File: config.mk
export PLATFORM = sky130hd
export DESIGN_NAME = hs_ram_arbiter
export DESIGN_NICKNAME = d
export VERILOG_FILES = /design/src/rtl/pengo_pkg.sv /design/src/rtl/pause_toggle_sync.sv /design/src/rtl/hs_ram_arbiter.sv
export SDC_FILE = /design/constraint.sdc
export NUM_CORES = 1
export LEC_CHECK = 0
export BUFFER_PORTS_ARGS = -buffer_cell sky130_fd_sc_hd__buf_2
export CAP_MARGIN = 10
export CORE_ASPECT_RATIO = 1.4
export CORE_MARGIN = 2
export CORE_UTILIZATION = 24
export DETAILED_ROUTE_END_ITERATION = 12
export PLACE_DENSITY = 0.39
export SLEW_MARGIN = 20
export SYNTH_ARGS = -nofsm -noshare
export SYNTH_HDL_FRONTEND = slang
export SYNTH_SLANG_ARGS = --single-unit
export TNS_END_PERCENT = 5
File: constraint.sdc
create_clock -name clk_sys -period 5.5 [get_ports clk_sys]
set_input_delay 1.1 -clock clk_sys [delete_from_list [all_inputs] [get_ports clk_sys]]
set_output_delay 1.1 -clock clk_sys [all_outputs]
set_load 0.03 [all_outputs]
File: src/rtl/pengo_pkg.sv
// Shared types and constants for the hiscore RAM arbiter.
package pengo_pkg;

  // Arbiter FSM states
  typedef enum logic [1:0] {
    IDLE   = 2'd0,
    STALL  = 2'd1,
    GRANT  = 2'd2,
    SETTLE = 2'd3
  } arb_state_t;

  // About 10 s of pause at 24 MHz before the video is dimmed
  localparam logic [31:0] DIM_CYCLES_DEFAULT = 32'h0E4E1C00;

endpackage

File: src/rtl/pause_toggle_sync.sv
// Pause button front end: 2-flop synchroniser, rising-edge detect, toggle.
module pause_toggle_sync (
  input  logic clk_sys,
  input  logic rst_n,
  input  logic user_pause,
  output logic pause_toggle
);

  logic [1:0] sync;
  logic       prev;

  // Synchronise the button and flip the toggle on each synchronised press
  always_ff @(posedge clk_sys or negedge rst_n) begin
    if (!rst_n) begin
      sync         <= 2'b00;
      prev         <= 1'b0;
      pause_toggle <= 1'b0;
    end else begin
      sync <= {sync[0], user_pause};
      prev <= sync[1];
      if (sync[1] && !prev) begin
        pause_toggle <= ~pause_toggle;
      end
    end
  end

endmodule

File: src/rtl/hs_ram_arbiter.sv
// Shares the CPU work RAM with the hiscore engine by stalling the core,
// and handles the user pause button with a long-pause video dim.
//
// state  | meaning
// -------+------------------------------------------------------------
// IDLE   | CPU owns the RAM, no hiscore request pending
// STALL  | pause raised, waiting for cpu_halted or the ack timeout
// GRANT  | hiscore engine owns the RAM port
// SETTLE | grant released, pause held a few cycles before IDLE
module hs_ram_arbiter
  import pengo_pkg::*;
#(
  parameter logic [31:0] DIM_CYCLES    = DIM_CYCLES_DEFAULT,
  parameter logic [7:0]  ACK_TIMEOUT   = 8'd255,
  parameter logic [3:0]  SETTLE_CYCLES = 4'd2
) (
  input  logic        clk_sys,
  input  logic        reset_n,
  input  logic        user_pause,
  input  logic        cpu_halted,
  input  logic        hs_req,
  input  logic [11:0] hs_addr,
  input  logic [7:0]  hs_wdata,
  input  logic        hs_we,
  input  logic [11:0] cpu_addr,
  input  logic [7:0]  cpu_wdata,
  input  logic        cpu_we,
  output logic [11:0] ram_addr,
  output logic [7:0]  ram_wdata,
  output logic        ram_we,
  output logic        hs_gnt,
  output logic        pause,
  output logic        dim,
  output logic        ack_err
);

  // The settle down-counter is loaded with N-1 and leaves on terminal count 0,
  // giving exactly N cycles in SETTLE (a zero setting behaves as one cycle).
  localparam logic [7:0] SETTLE_LOAD = (SETTLE_CYCLES == 4'd0) ? 8'd0
                                       : ({4'd0, SETTLE_CYCLES} - 8'd1);

  logic [1:0]  rst_sync;
  logic        rst_n;
  logic        pause_toggle;
  arb_state_t  state;
  arb_state_t  state_next;
  logic [7:0]  cnt;
  logic [7:0]  cnt_next;
  logic [7:0]  cnt_inc;
  logic        err_set;
  logic [31:0] dim_cnt;

  // Reset asserts immediately, releases after two clean clock edges
  always_ff @(posedge clk_sys or negedge reset_n) begin
    if (!reset_n) begin
      rst_sync <= 2'b00;
    end else begin
      rst_sync <= {rst_sync[0], 1'b1};
    end
  end

  assign rst_n = rst_sync[1];

  pause_toggle_sync u_pause_toggle_sync (
    .clk_sys      (clk_sys),
    .rst_n        (rst_n),
    .user_pause   (user_pause),
    .pause_toggle (pause_toggle)
  );

  assign cnt_inc = cnt + 8'd1;

  // FSM state, shared timeout/settle counter, sticky ack error and pause
  always_ff @(posedge clk_sys or negedge rst_n) begin
    if (!rst_n) begin
      state   <= IDLE;
      cnt     <= 8'd0;
      ack_err <= 1'b0;
      pause   <= 1'b0;
    end else begin
      state <= state_next;
      cnt   <= cnt_next;
      if (err_set) begin
        ack_err <= 1'b1;
      end
      pause <= pause_toggle | (state != IDLE);
    end
  end

  // Next-state logic; the counter times STALL upward and SETTLE downward
  always_comb begin
    state_next = state;
    cnt_next   = cnt;
    err_set    = 1'b0;
    case (state)
      IDLE: begin
        if (hs_req) begin
          state_next = STALL;
          cnt_next   = 8'd0;
        end
      end
      STALL: begin
        cnt_next = cnt_inc;
        if (!hs_req) begin
          state_next = SETTLE;
          cnt_next   = SETTLE_LOAD;
        end else if (cpu_halted) begin
          state_next = GRANT;
        end else if (cnt_inc == ACK_TIMEOUT) begin
          state_next = GRANT;
          err_set    = 1'b1;
        end
      end
      GRANT: begin
        if (!hs_req) begin
          state_next = SETTLE;
          cnt_next   = SETTLE_LOAD;
        end
      end
      SETTLE: begin
        if (cnt == 8'd0) begin
          state_next = IDLE;
        end else begin
          cnt_next = cnt - 8'd1;
        end
      end
      default: state_next = IDLE;
    endcase
  end

  // Dim timer: counts only during a user pause, saturates, clears when unpaused
  always_ff @(posedge clk_sys or negedge rst_n) begin
    if (!rst_n) begin
      dim_cnt <= 32'd0;
    end else if (!pause_toggle) begin
      dim_cnt <= 32'd0;
    end else if (dim_cnt != DIM_CYCLES) begin
      dim_cnt <= dim_cnt + 32'd1;
    end
  end

  assign dim = pause_toggle & (dim_cnt == DIM_CYCLES);

  // RAM port mux from the state register; raw reset_n blocks writes while
  // reset is held so a grant cut short by reset cannot corrupt RAM
  always_comb begin
    hs_gnt    = (state == GRANT);
    ram_addr  = cpu_addr;
    ram_wdata = cpu_wdata;
    ram_we    = cpu_we & ~pause & reset_n;
    if (state == GRANT) begin
      ram_addr  = hs_addr;
      ram_wdata = hs_wdata;
      ram_we    = hs_we & reset_n;
    end
  end

endmodule

==> impl_results.md <==
- Status: complete, no violations
- Antenna-violating nets left: 0
- CP max stage delay: 0.89 ns
- Yosys cell types: 56
- Clock latency on the worst-skew pair: 0.29 ns
- Initial core utilization: 24.3%
- Nets: 460
- Setup slack, reg-to-reg: 2.85 ns
- Register Area: 1250 sq um
- Pre-CTS WS: 2.34 ns
- Routed len/inst: 13.5 um
- Initial antenna violation count: 0
- Setup ws final: 2.05 ns
- Hold depth: 0
- Share of the synthesized area in the top cell type: 37.3%
- Drt pass-1 iters: 4
- Top FF cell, synth: dfrtp_1
- Max Slew Vio Count: 0
- Mapped Area: 3350 sq um
- IO Count: 72
- Total Die Area: 14900 sq um
- Asr flop ratio synth: 100%
- CP Data Arrival Time: 2.35 ns
- Max Buffers Root-to-Sink: 2
- Vias in the first global route: 2659
- Total Routing Usage GR: 11.0%
- Via count: 2657
- Final Hold Vio Count: 0
- Multi-input gate area: 1950 sq um
- Sequential element share of the synthesized area: 37.3%
- Synth Register Bits: 50
- Final setup viols: 0
- Area delta synth->final: 20.3%
- Die H: 144 um
- Hpwl dp: 5.84 mm
- # DRC: 0
- Slew HR: 29.5%
- Core box area: 13800 sq um
- Hold path start: rst_sync[0]$_DFF_PN0_
- R2R Path Start: state[0]$_DFFE_PN0P_
- CP delay by family, top: adder cells
- Reg2Reg Depth: 6
- Cell with the most instances after synthesis: dfrtp_1
- Pwr dens: 400 nW/um^2
- Antenna fix cells: 0
- Max Cap Viol: 0
- Setup TNS: 0 ns
- Syn. warnings: 0
- Share of cells above drive strength 1: 30.0%
- Largest net degree at the start of global routing: 49
- Num rows: 51
- WL final: 7.94 mm
- WP depth: 4
- Vias per inst: 4.52
- Largest cells by area after synthesis: dfrtp_1, mux2_2, xnor2_1, ha_1, and2_1
- Worst Hold Class: reg2reg
- Slew @ Worst Pin: 1.06 ns
- Top cell type by total area after synthesis: dfrtp_1
- GPL Wtd Cong: 0.805
- Endpoint of the worst hold path: rst_sync[1]$_DFF_PN0_
- Critical Path Fanout Max: 25
- CP cell instances: inv_1 > ha_1 > mux2_2 > buf_2
- Setup bufs post-CTS: 0
- Buf+Inv Stages, Crit Path: 2
- Hold-fix buffers, CTS: 0
- F_max: 0.290 GHz
- Global-route wire length before repair: 13.2 mm
- Startpoint types: register
- Post-CTS sizing: 0
- GR Overflow Total: 0
- Fillers: 1519
- Setup Skew: 0.00365 ns
- Die X: 104 um
- CTS tree: yes
- Crit path time final: 3.45 ns
- Crit end category: output pin
- H-tree Lvls: 2
- Total CTS buffers: 5
- Number of DRC markers in iteration 0: 68
- Syn_nets: 399
- Reg clk slew, reported paths: 0.07 ns
- Leakage power figure: 1.85 nW
- Reg2reg end: cnt[4]$_DFFE_PN0P_
- CTS sink count: 50
- CP Class: reg2out
- Syn_area_per_cell: 9.83 sq um
- Number of synthesized flops with an enable pin: 0
- CP max stage cell: ha_1
- Most frequent cells after synthesis: dfrtp_1, nand2_1, and2_1, mux2_2, xnor2_1
- Post-Syn Instances: 341
- Number of port buffers: 71
- Final period util: 62.7%
- Root buf cell: clkbuf_16
- Max VDD drop: 0.000172 V
- CP required: 4.40 ns
- RSZ-0062 raised after global routing: no
[cell type report]
type | instances | area share, %
Multi-Input combinational cell | 258 | 48.5
Sequential cell | 50 | 31.1
Timing Repair Buffer | 73 | 9.19
Tap cell | 185 | 5.74
Clock buffer | 5 | 3.10
Inverter | 14 | 1.30
Clock inverter | 3 | 1.12
[cell families after synthesis]
logic type                 count (synthesis)  share of synthesized area (%)
adders and majority gates                 11                           4.11
other                                      1                          0.112
xor gates and xnor gates                  28                           7.32
AOI/OAI and AO/OA                         43                           8.78
DFF                                       50                           37.3
buffers and inverters                     33                           4.37
muxes                                     30                           9.78
and+or+nand+nor                          145                           28.2
[layer usage]
metal / routed length [um] / part of all wire (%) / GRT usage, %
met4: 145 / 1.8 / 3.91
met2: 4260 / 54 / 21.0
met3: 231 / 2.9 / 1.95
met5: 0 / 0 / 0
met1: 3300 / 42 / 12.1
[worst max path at each step]
stage                               from     endpoint
floorplan           state[0]$_DFFE_PN0P_  ram_addr[0]
global placement    state[0]$_DFFE_PN0P_  ram_addr[4]
detailed placement  state[0]$_DFFE_PN0P_  ram_addr[4]
CTS                 state[0]$_DFFE_PN0P_  ram_addr[3]
global route        state[0]$_DFFE_PN0P_  ram_addr[5]
finish              state[0]$_DFFE_PN0P_  ram_addr[3]
[cells in the final DEF (no fill, tap or decap), drive strengths merged, types with 4 or more instances in the layout]
master  synthesis  routed
or3             5       5
xor2           10      10
nand2b          8       8
nor3b           4       4
nand4          12      12
nand3          11      11
ha             11      11
o21ai          13      13
nor4            9       9
clkbuf          9       5
and2           22      22
a21oi           6       6
and4            5       5
inv            14      14
nor2b           5       5
mux2i           8       8
dfrtp          50      50
buf            10      73
and3            5       5
xnor2          18      18
mux2           22      22
nor2           12      12
nand2          31      31
a21boi          4       4
nor3           11      11
[stage by stage]
stage	instances	power (mW)	hold slack, ns	area (sq um)	util (%)
5_1_grt	588	1.74	0.358	4030	29.2
3_3_place_gp	580	1.27	0.338	3860	28.0
4_1_cts	588	1.64	0.355	4030	29.2
6_report	588	1.61	0.350	4030	29.2
3_5_place_dp	580	1.27	0.337	3860	28.0
2_1_floorplan	341	1.09	0.331	3350	-
[registers in the layout, indices dropped and copies added (netlist names)]
| signal | cells |
|---|---|
| u_pause_toggle_sync.sync | 2 |
| cnt | 8 |
| dim_cnt | 32 |
| u_pause_toggle_sync.prev | 1 |
| state | 2 |
| rst_sync | 2 |
| u_pause_toggle_sync.pause_toggle | 1 |
| pause | 1 |
| ack_err | 1 |
[power by group]
part / total [mW] / switching, mW / internal (mW)
Clock: 0.361 / 0.146 / 0.215
Sequential: 0.505 / 0.0893 / 0.416
Combinational: 0.744 / 0.445 / 0.299
Total: 1.61 / 0.681 / 0.929
Note: power is estimated with default switching activity, not from simulation.
